===== config.mk =====
export PLATFORM = sky130hd
export DESIGN_NAME = mul_share_ctrl_flat
export DESIGN_NICKNAME = d
export VERILOG_FILES = /design/src/rtl/mul_pkg.sv /design/src/rtl/mul_share_ctrl_if.sv /design/src/rtl/mul_share_ctrl_rr_arbiter.sv /design/src/rtl/wallace_mul_8bit.sv /design/src/rtl/mul_share_ctrl.sv /design/src/flat_wrapper.sv
export SDC_FILE = /design/constraint.sdc
export NUM_CORES = 1
export LEC_CHECK = 0
export CAP_MARGIN = 25
export CORE_UTILIZATION = 45
export CTS_BUF_LIST = sky130_fd_sc_hd__clkbuf_4
export DETAILED_ROUTE_END_ITERATION = 6
export PLACE_DENSITY = 0.84
export SLEW_MARGIN = 20
export SYNTH_ARGS = -nofsm -noshare
export SYNTH_HDL_FRONTEND = slang
export SYNTH_SLANG_ARGS = --single-unit
export TNS_END_PERCENT = 30

===== constraint.sdc =====
create_clock -name clk -period 5.6 [get_ports clk]
set_clock_uncertainty 0.1 [all_clocks]
set_input_delay 1.68 -clock clk [delete_from_list [all_inputs] [get_ports clk]]
set_output_delay 1.68 -clock clk [all_outputs]
set_load 0.02 [all_outputs]

===== src/rtl/mul_pkg.sv =====
// mul_pkg: shared FSM states, datapath widths and a 3:2 carry-save helper for the multiplier controller
package mul_pkg;
  typedef enum logic [1:0] {IDLE, CALC, RESP} state_t;
  localparam int MUL_W = 8;
  localparam int PROD_W = 16;
  // returns {carry<<1, sum}; the bit shifted out of the top never matters because the final product fits PROD_W
  function automatic logic [2*PROD_W-1:0] csa(input logic [PROD_W-1:0] x, input logic [PROD_W-1:0] y, input logic [PROD_W-1:0] z);
    return {((x & y) | (x & z) | (y & z)) << 1, x ^ y ^ z};
  endfunction
endpackage


===== src/rtl/mul_share_ctrl_if.sv =====
// mul_share_ctrl_if: requester operand channel and product response channel of the shared multiplier
interface mul_share_ctrl_if #(parameter int NUM_REQ = 4, parameter int ID_W = 2, parameter int CNT_W = 16);
  logic [NUM_REQ-1:0] req_valid;
  logic [NUM_REQ-1:0] req_ready;
  logic [NUM_REQ*8-1:0] req_a;
  logic [NUM_REQ*8-1:0] req_b;
  logic rsp_valid;
  logic rsp_ready;
  logic [15:0] rsp_data;
  logic [ID_W-1:0] rsp_id;
  logic busy;
  logic [CNT_W-1:0] op_count;
  modport master(output req_valid, req_a, req_b, rsp_ready, input req_ready, rsp_valid, rsp_data, rsp_id, busy, op_count);
  modport slave(input req_valid, req_a, req_b, rsp_ready, output req_ready, rsp_valid, rsp_data, rsp_id, busy, op_count);
endinterface


===== src/rtl/mul_share_ctrl_rr_arbiter.sv =====
// rr_arbiter: combinational round-robin pick of the first active request at or after i_ptr
module rr_arbiter #(parameter int NUM_REQ = 4, parameter int ID_W = 2) (
  input  logic [NUM_REQ-1:0] i_req,
  input  logic [ID_W-1:0]    i_ptr,
  output logic [NUM_REQ-1:0] o_gnt,
  output logic [ID_W-1:0]    o_idx,
  output logic               o_any
);
  logic [ID_W-1:0] w_j;
  // scanning from the farthest offset down lets the nearest active request overwrite the rest
  always_comb begin
    w_j = '0;
    o_idx = '0;
    o_any = 1'b0;
    for (int k = NUM_REQ - 1; k >= 0; k--) begin
      w_j = ID_W'((int'(i_ptr) + k) % NUM_REQ);
      if (i_req[w_j]) begin
        o_idx = w_j;
        o_any = 1'b1;
      end
    end
    o_gnt = o_any ? NUM_REQ'(1) << o_idx : '0;
  end
endmodule


===== src/rtl/wallace_mul_8bit.sv =====
// wallace_mul_8bit: combinational 8x8 unsigned multiplier, partial products reduced 8->6->4->3->2 by carry-save rows
module wallace_mul_8bit import mul_pkg::*; (
  input  logic [MUL_W-1:0]  i_a,
  input  logic [MUL_W-1:0]  i_b,
  output logic [PROD_W-1:0] o_p
);
  logic [PROD_W-1:0] w_pp [MUL_W];
  logic [PROD_W-1:0] w_l1 [6];
  logic [PROD_W-1:0] w_l2 [4];
  logic [PROD_W-1:0] w_l3 [3];
  logic [PROD_W-1:0] w_l4 [2];
  for (genvar i = 0; i < MUL_W; i++) begin : g_pp
    assign w_pp[i] = PROD_W'(i_a & {MUL_W{i_b[i]}}) << i;
  end
  assign {w_l1[1], w_l1[0]} = csa(w_pp[0], w_pp[1], w_pp[2]);
  assign {w_l1[3], w_l1[2]} = csa(w_pp[3], w_pp[4], w_pp[5]);
  assign w_l1[4] = w_pp[6];
  assign w_l1[5] = w_pp[7];
  assign {w_l2[1], w_l2[0]} = csa(w_l1[0], w_l1[1], w_l1[2]);
  assign {w_l2[3], w_l2[2]} = csa(w_l1[3], w_l1[4], w_l1[5]);
  assign {w_l3[1], w_l3[0]} = csa(w_l2[0], w_l2[1], w_l2[2]);
  assign w_l3[2] = w_l2[3];
  assign {w_l4[1], w_l4[0]} = csa(w_l3[0], w_l3[1], w_l3[2]);
  assign o_p = w_l4[0] + w_l4[1];
endmodule


===== src/rtl/mul_share_ctrl.sv =====
// mul_share_ctrl: shares one Wallace multiplier between NUM_REQ requesters with round-robin grants and an ID-tagged response
module mul_share_ctrl import mul_pkg::*; #(
  parameter int NUM_REQ = 4,
  parameter int ID_W    = 2,
  parameter int CNT_W   = 16
) (
  input logic clk,
  input logic rst_n,
  mul_share_ctrl_if.slave bus
);
  state_t r_state;
  logic [ID_W-1:0] r_ptr, r_op_id, r_rsp_id, w_idx;
  logic [MUL_W-1:0] r_op_a, r_op_b;
  logic [PROD_W-1:0] r_prod, w_prod;
  logic [CNT_W-1:0] r_cnt;
  logic [NUM_REQ-1:0] w_gnt;
  logic w_any, w_acc, w_opp, w_take;
  rr_arbiter #(.NUM_REQ(NUM_REQ), .ID_W(ID_W)) u_arb (.i_req(bus.req_valid), .i_ptr(r_ptr), .o_gnt(w_gnt), .o_idx(w_idx), .o_any(w_any));
  wallace_mul_8bit u_mul (.i_a(r_op_a), .i_b(r_op_b), .o_p(w_prod));
  assign w_acc = r_state == RESP && bus.rsp_ready;
  assign w_opp = r_state == IDLE || w_acc;
  assign w_take = w_opp && w_any;
  assign bus.req_ready = w_opp ? w_gnt : '0;
  assign bus.rsp_valid = r_state == RESP;
  assign bus.rsp_data = r_prod;
  assign bus.rsp_id = r_rsp_id;
  assign bus.busy = r_state != IDLE;
  assign bus.op_count = r_cnt;
  always_ff @(posedge clk or negedge rst_n) begin
    if (!rst_n) begin
      r_state <= IDLE;
      r_ptr <= '0;
      r_op_id <= '0;
      r_rsp_id <= '0;
      r_op_a <= '0;
      r_op_b <= '0;
      r_prod <= '0;
      r_cnt <= '0;
    end else begin
      r_state <= w_take ? CALC : r_state == CALC ? RESP : w_acc ? IDLE : r_state;
      if (w_take) begin
        r_op_a <= bus.req_a[MUL_W*w_idx +: MUL_W];
        r_op_b <= bus.req_b[MUL_W*w_idx +: MUL_W];
        r_op_id <= w_idx;
        r_ptr <= w_idx == ID_W'(NUM_REQ - 1) ? '0 : w_idx + 1'b1;
      end
      if (r_state == CALC) begin
        r_prod <= w_prod;
        r_rsp_id <= r_op_id;
      end
      if (w_acc && !(&r_cnt)) r_cnt <= r_cnt + 1'b1;
    end
  end
endmodule


===== src/flat_wrapper.sv =====
// flat-port wrapper written by rule: the top's interface ports become plain ports
module mul_share_ctrl_flat import mul_pkg::*;
#(
  parameter int NUM_REQ = 4,
  parameter int ID_W    = 2,
  parameter int CNT_W   = 16
)
  (clk, rst_n, bus_req_valid, bus_req_a, bus_req_b, bus_rsp_ready, bus_req_ready, bus_rsp_valid, bus_rsp_data, bus_rsp_id, bus_busy, bus_op_count);
  mul_share_ctrl_if #(.NUM_REQ(NUM_REQ), .ID_W(ID_W), .CNT_W(CNT_W)) bus_i ();
  input logic clk;
  input logic rst_n;
  input wire logic [$bits(bus_i.req_valid)-1:0] bus_req_valid;
  input wire logic [$bits(bus_i.req_a)-1:0] bus_req_a;
  input wire logic [$bits(bus_i.req_b)-1:0] bus_req_b;
  input wire logic [$bits(bus_i.rsp_ready)-1:0] bus_rsp_ready;
  output wire logic [$bits(bus_i.req_ready)-1:0] bus_req_ready;
  output wire logic [$bits(bus_i.rsp_valid)-1:0] bus_rsp_valid;
  output wire logic [$bits(bus_i.rsp_data)-1:0] bus_rsp_data;
  output wire logic [$bits(bus_i.rsp_id)-1:0] bus_rsp_id;
  output wire logic [$bits(bus_i.busy)-1:0] bus_busy;
  output wire logic [$bits(bus_i.op_count)-1:0] bus_op_count;
  assign bus_i.req_valid = bus_req_valid;
  assign bus_i.req_a = bus_req_a;
  assign bus_i.req_b = bus_req_b;
  assign bus_i.rsp_ready = bus_rsp_ready;
  assign bus_req_ready = bus_i.req_ready;
  assign bus_rsp_valid = bus_i.rsp_valid;
  assign bus_rsp_data = bus_i.rsp_data;
  assign bus_rsp_id = bus_i.rsp_id;
  assign bus_busy = bus_i.busy;
  assign bus_op_count = bus_i.op_count;
  mul_share_ctrl #(.NUM_REQ(NUM_REQ), .ID_W(ID_W), .CNT_W(CNT_W)) u_core (.clk(clk), .rst_n(rst_n), .bus(bus_i));
endmodule

==> run metrics <==
worst path bufs/invs=4; biggest cell delay along the critical path=roughly 0.5 ns; Synth area leaders=dfrtp_1 29%, fa_1 16%, ha_1 7.9%, nand2_1 7.4%, mux2i_1 6.9%; Syn Area/Cell=about 9.8 sq um; DR vias=about 3900; WL per Instance=about 14 um; htree depth=2; Crit Path Max Fanout=4; worst r2r src=u_core.r_op_b[3]; Mapped Area=4770 sq um; WL final=~11000 um; final setup vio count=0; Util after Layout=approximately three fifths; Gate Count Post-Synth=a little under 500; Layout fillers=881; top_reg_cell synth=dfrtp_1; synth cell count leaders=94 x nand2_1, 56 x dfrtp_1, 42 x and2_1; vias per inst=~5.3; Post-Route Setup TNS=0 ns; Tcrit/Tclk final=93.0%; gr usage total=approximately a fifth; syn_nets=around 630; CP Depth=9; cell taking the most area after synthesis=dfrtp_1; Relative slew margins=39.9%; xor and xnor area share after synthesis=between 2 and 3%; Hold Crit Start=u_core.bus.rsp_data[0]; CORE AREA=between 10000 and 15000 sq um; Async S/R FF share, synth=100%; Final Non-Filler Cells=approximately 730; post-synthesis mux area share=under 10%; vias in the first global route=slightly below 4000; hold crit path type=register to register; top-count cell post-synth=nand2_1; P&R area growth vs syn=27.3%; Initial DRC Count=about 180; worst path cell trace=clkdlybuf4s50_1, buf_4, a21oi_1, o21a_1, o22ai_4, inv_1, ha_1, and2_1, dlymetal6s2s_1; die area=about 11000 sq um; CP endpoint kind=output pin; worst vdd ir=~0.00040 V; Yosys top cell area share=roughly 29%; fmax=approximately 190 MHz; Worst-Margin Slew=0.902 ns; complex-gate fraction of the synthesized area=between 10% and 20%; largest family of logic cells by synthesized area=adder cells; final hold slack=slightly below 0.4 ns; Clk pin slew, worst setup/hold paths=approximately 0.15 ns; Post-synth EDFFs=0; YS warnings=0; first-pass GRT wire length=between 15000 and 20000 um; top cell family by delay on the critical path=buffers and inverters; worst-case reg-to-reg path depth=14; setup slack, reg-to-reg=~0.96 ns; initial core utilization=a little under half; layout cells sized above 1=about 6.6%; post-synthesis adder-cell area fraction=about a quarter; CTS Buffer Depth=2; CTS Sinks=56; antenna-violating nets left=0; Yosys cell types=56; area share of and/or/nand/nor cells after synthesis=18.8%; postcts setup bufs=0; Hold Path End=u_core.bus.rsp_data[0]; critical path startpoint category=input port; register area=roughly 1400 sq um; multi-input logic area=~3100 sq um; Synth Register Bits=56; Final Net Count=approximately 730; antenna violations before repair=0; die width=about 100 um; CP Class=input port to output pin; CP max-delay cell=clkdlybuf4s50_1; Root Buffer=clkbuf_4; TritonRoute pass-1 iters=4; ANT cells=0; final period demand of the worst path=~5.2 ns; largest net degree at the start of global routing=57; Clk Latency, worst-skew pair=0.39 ns; clock buffer count from CTS=5; Max Cap Viol=0; Site Rows=37; sequential share of the synthesized area=~29%; RR Endpoint=u_core.bus.rsp_data[13]; die span in y=roughly 100 um; RSZ-0062 raised after global routing=no; endpoints failing hold=0; CTS tree=yes; dpl hpwl=8260 um; DP Cell Count=721; grt ovf=0; number of cells on the worst hold path=2; Leak=between 2 and 3 nW; Port Buf Inserts=110; Required @ worst endpoint=~3.8 ns; status=complete, no violations; I/O Pins=111; Placer Congestion=0.822; DRC Markers=0; max-slew violation count=0; PwrDens=roughly 620 nW/um^2; critical path data arrival time=roughly 3.4 ns
worst max path at each step:
stage | slack (ns) | to | startpoint
4_1_cts | 0.07 | bus_req_ready[2] | bus_req_valid[0]
3_3_place_gp | 0.13 | bus_req_ready[3] | bus_req_valid[2]
5_1_grt | 0.27 | bus_req_ready[3] | bus_req_valid[0]
2_1_floorplan | 1.00 | bus_req_ready[3] | bus_req_valid[0]
6_report | 0.39 | bus_req_ready[2] | bus_req_valid[0]
3_5_place_dp | 0.09 | bus_req_ready[3] | bus_req_valid[2]
through the flow:
step | power [mW] | worst slack [ns] | instance area, sq um
finish | 3.75 | 0.392 | 6070
floorplan | 2.85 | 1.00 | 4770
global route | 4.22 | 0.270 | 6070
global placement | 3.45 | 0.130 | 5990
CTS | 3.78 | 0.0704 | 6060
detailed placement | 3.59 | 0.0873 | 6000
sequential cells by signal, indices dropped and copies added, names as in the netlist:
signal / flops
u_core.bus.op_count: 16
u_core.bus.rsp_data: 16
u_core.r_op_a: 8
u_core.r_op_b: 8
u_core.bus.rsp_id: 2
u_core.r_op_id: 2
u_core.r_ptr: 2
u_core.r_state: 2
where the power goes:
group	total (mW)	switching, mW	leakage, nW	internal, mW
combinational	2.78	1.53	2.17	1.25
clock	0.191	0.136	0.0319	0.0552
sequential	0.781	0.218	0.711	0.563
total	3.75	1.88	2.91	1.86
layout make-up:
class	instances	share of cell area, %
Clock buffer	6	0.742
Multi-Input combinational cell	371	51.4
Tap cell	136	2.80
Sequential cell	56	23.1
Timing Repair Buffer	118	19.2
Inverter	40	2.47
Clock inverter	2	0.268
layout by cell type (no fill, tap or decap), types with 2 or more instances in the layout:
cell type / synthesis / final
xnor2_1: 10 / 10
fa_1: 39 / 39
nand2_1: 94 / 94
a21oi_1: 10 / 10
mux2_2: 2 / 2
nor2b_1: 2 / 2
nand2b_1: 3 / 3
and2_1: 42 / 42
clkdlybuf4s50_1: 0 / 105
a31oi_1: 3 / 3
and4_1: 2 / 2
o211ai_1: 2 / 2
and3_1: 4 / 4
o21bai_1: 2 / 2
dlymetal6s2s_1: 0 / 4
nand3b_1: 2 / 2
nand4_1: 4 / 4
nand3_1: 9 / 9
buf_4: 1 / 8
a21o_1: 6 / 6
inv_1: 39 / 39
dfrtp_1: 56 / 56
ha_1: 30 / 30
o221ai_1: 7 / 7
o221ai_2: 9 / 9
clkbuf_4: 0 / 6
mux2i_1: 33 / 33
nor2_1: 9 / 9
xor2_1: 6 / 6
o21ai_0: 15 / 15
a211oi_1: 3 / 3
worst reg2reg max path: stages (launching register included):
cell	delay (ns)
dfrtp_1	0.53
and2_1	0.21
fa_1	0.53
inv_1	0.05
fa_1	0.48
inv_1	0.06
fa_1	0.48
ha_1	0.30
ha_1	0.23
fa_1	0.43
a211oi_1	0.33
o21bai_1	0.18
a41oi_1	0.28
xnor2_1	0.09
mux2_2	0.26
logic make-up after synthesis:
group           Yosys count
simple gates            182
compound gates           69
fa+ha+maj                69
buf+inv                  59
flops                    56
mux                      35
xor+xnor                 16
per-layer routing:
metal / global-route usage, % / up-vias / part of all wire (%)
met4: 4.43 / 0 / 0.95
met1: 25.5 / 1938 / 43
met5: 0 / - / 0
li1: - / 1854 / -
met2: 36.7 / 91 / 53
met3: 2.31 / 8 / 3.1
repair_timing:
action / in CTS / in global routing
setup endpoints to repair: 0 / 4
resized for setup: 0 / 4
hold endpoints to repair: 0 / 0
hold buffers: 0 / 0
No activity file was read; power rests on OpenSTA's default activity.
==> RTL edit: new RTL, same flow settings <==
`CNT_W` is set to 16 in 3 places; all go to 32.
--- a/src/rtl/mul_share_ctrl_if.sv
+++ b/src/rtl/mul_share_ctrl_if.sv
@@ -1,4 +1,4 @@
 // mul_share_ctrl_if: requester operand channel and product response channel of the shared multiplier
-interface mul_share_ctrl_if #(parameter int NUM_REQ = 4, parameter int ID_W = 2, parameter int CNT_W = 16);
+interface mul_share_ctrl_if #(parameter int NUM_REQ = 4, parameter int ID_W = 2, parameter int CNT_W = 32);
   logic [NUM_REQ-1:0] req_valid;
   logic [NUM_REQ-1:0] req_ready;
--- a/src/rtl/mul_share_ctrl.sv
+++ b/src/rtl/mul_share_ctrl.sv
@@ -3,5 +3,5 @@
   parameter int NUM_REQ = 4,
   parameter int ID_W    = 2,
-  parameter int CNT_W   = 16
+  parameter int CNT_W   = 32
 ) (
   input logic clk,
--- a/src/flat_wrapper.sv
+++ b/src/flat_wrapper.sv
@@ -4,5 +4,5 @@
   parameter int NUM_REQ = 4,
   parameter int ID_W    = 2,
-  parameter int CNT_W   = 16
+  parameter int CNT_W   = 32
 )
   (clk, rst_n, bus_req_valid, bus_req_a, bus_req_b, bus_rsp_ready, bus_req_ready, bus_rsp_valid, bus_rsp_data, bus_rsp_id, bus_busy, bus_op_count);
Ports: changed (resized bus_op_count); port bits go from 111 to 127. No check against the original RTL was run, so the function may have changed too.
==> RTL edit against the unedited design <==
  * Total power rose by 12%
  * Sequential cell count increased by 16
  * Count of clock-buffer cells in the layout increased by 3
  * Setup slack worse by 0.36 ns
  * Core utilization rose by 0.91 points
  * Final area increased by 19%
  * Routed wire length up 31%
  * Maximum frequency fell by 6.5%
  * Hold slack worse by 0.0037 ns
  * Synthesized area increased by 17%
  * Die area increased by 16%
  * First-iteration DRC count down 2.7%
  * Critical endpoint is now bus_req_ready[1]
  * Highest routed layer unchanged
==> RTL edit: results (changes against the unedited design) <==
* Clock Latency Late Sink at 0.45 ns (+0.06 ns)
* Fraction of final layout cells sized beyond drive strength 1 at 0.0597 (-0.00602)
* Synth cell types at 51 (-8.9%)
* Seq/Total Area, Yosys at 0.324 (+0.0297)
* Asr flop ratio synth at 1.00 (unchanged)
* Worst hold-check path type: flip-flop to flip-flop
* Placed inst area at 7040 um2 (+17%)
* Clk pin slew, worst setup/hold paths at 0.13 ns (-0.02 ns)
* Max FO, Critical Path at 3 (-1)
* DR WL/cell at 15.8 um (+9.4%)
* Pin count of the biggest net entering global routing at 50 (-12%)
* Top cell types by occurrence after synthesis: nand2_1 (85), dfrtp_1 (72), and2_1 (51)
* Pre-CTS WS at -0.0121 ns (-0.0995 ns)
* Port bufs at 126 (+15%)
* Global-route usage over all layers at 0.224 (+0.0232)
* R2R Path End: u_core.bus.rsp_data[13]
* Reg2Reg Setup Slack at 1.03 ns (+0.07 ns)
* Mux contribution to synthesized area at 0.0654 (-0.00860)
* R2R depth at 13 (-1)
* Clock Tree Root: clkbuf_4
* Vias at 4682 (+20%)
* Hold_ws at 0.386 ns (-0.00372 ns)
* Placer congestion estimate at 0.917 (+12%)
* Synth area leaders: dfrtp_1 (32%), fa_1 (14%), ha_1 (6.7%), mux2i_1 (5.9%), and2_1 (5.7%)
* Net count, final at 838 (+14%)
* Vias in the first global route at 4921 (+25%)
* Post-CTS Setup Inserts at 0 (unchanged)
* Worst-Margin Slew at 0.683 ns (-0.219 ns)
* Detailed placement HPWL at 10500 um (+27%)
* First-pass GRT wire length at 23000 um (+26%)
* TritonRoute pass-1 iters at 5 (+1)
* Hold EP: u_core.bus.rsp_data[5]
* Arr. time, crit path at 3.79 ns (+0.36 ns)
* Status: finished clean
* Xor and xnor area share after synthesis at 0.0503 (+0.0209)
* Compound-Gate Fraction of Synth Area at 0.0795 (-0.0375)
* TritonCTS Buffers at 9 (+4)
* Largest register FFs at 32
* Adder-cell share of the synthesized area at 0.208 (-0.0348)
* Synthesized net count at 712 (+14%)
* Iter 0 DRT Violations at 177 (-2.7%)
* Hold Startpoint: u_core.bus.rsp_data[5]
* Max H-tree Level at 3 (+1)
* Max rail drop VDD at 0.463 mV (+16%)
* Leakage at 3.41 nW (+17%)
RTL edit: timing repair:
item / 4_1_cts / 5_1_grt
gates resized for setup: 1 / 2
setup endpoints to repair: 1 / 2
pin swaps: 0 / 0
cloned: 0 / 0
RTL edit: cells by family after synthesis:
group | after synthesis
simple gates | 233
flops | 72
fa+ha+maj | 69
buf+inv | 68
compound gates | 62
mux | 36
xor+xnor | 32
RTL edit: how the worst max path moves through the flow:
stage                          start          endpoint  slack (ns)  cells after the start
floorplan           bus_req_valid[0]  bus_req_ready[2]        0.89                      8
global placement    bus_req_valid[0]  bus_req_ready[3]        0.13                      9
detailed placement  bus_req_valid[0]  bus_req_ready[3]       -0.01                      9
CTS                 bus_req_valid[0]  bus_req_ready[2]        0.02                      8
global route        bus_req_valid[0]  bus_req_ready[1]      0.0005                      8
finish              bus_req_valid[2]  bus_req_ready[1]        0.03                      8
RTL edit: metrics by stage:
stage               std cells   util
finish                    871  0.600
floorplan                 572      -
global placement          855  0.583
detailed placement        855  0.583
global route              871  0.600
CTS                       871  0.599
RTL edit: layout make-up:
cell class | instances | area (um2)
Sequential cell | 72 | 1800
Timing Repair Buffer | 135 | 1330
Clock inverter | 7 | 126
Inverter | 48 | 180
Multi-Input combinational cell | 432 | 3520
Clock buffer | 9 | 67.6
Fill cell | 981 | 4830
Tap cell | 168 | 210
RTL edit: metal layers:
layer / track usage / wire length [um]
met3: 0.0461 / 709
met5: 0 / 0
met4: 0.0640 / 223
met2: 0.413 / 7360
met1: 0.264 / 5450
RTL edit: worst max-delay path, cell delays in order:
cell and delay, ns:
clkdlybuf4s50_1 0.46, mux2i_1 0.19, nor2_1 0.06, or3_1 0.39
inv_1 0.14, ha_1 0.15, and2_1 0.12, clkdlybuf4s50_1 0.60
RTL edit: power by group:
part | switching [mW] | total [mW] | internal (mW)
sequential | 0.222 | 0.896 | 0.673
clock | 0.209 | 0.441 | 0.232
combinational | 1.59 | 2.84 | 1.25
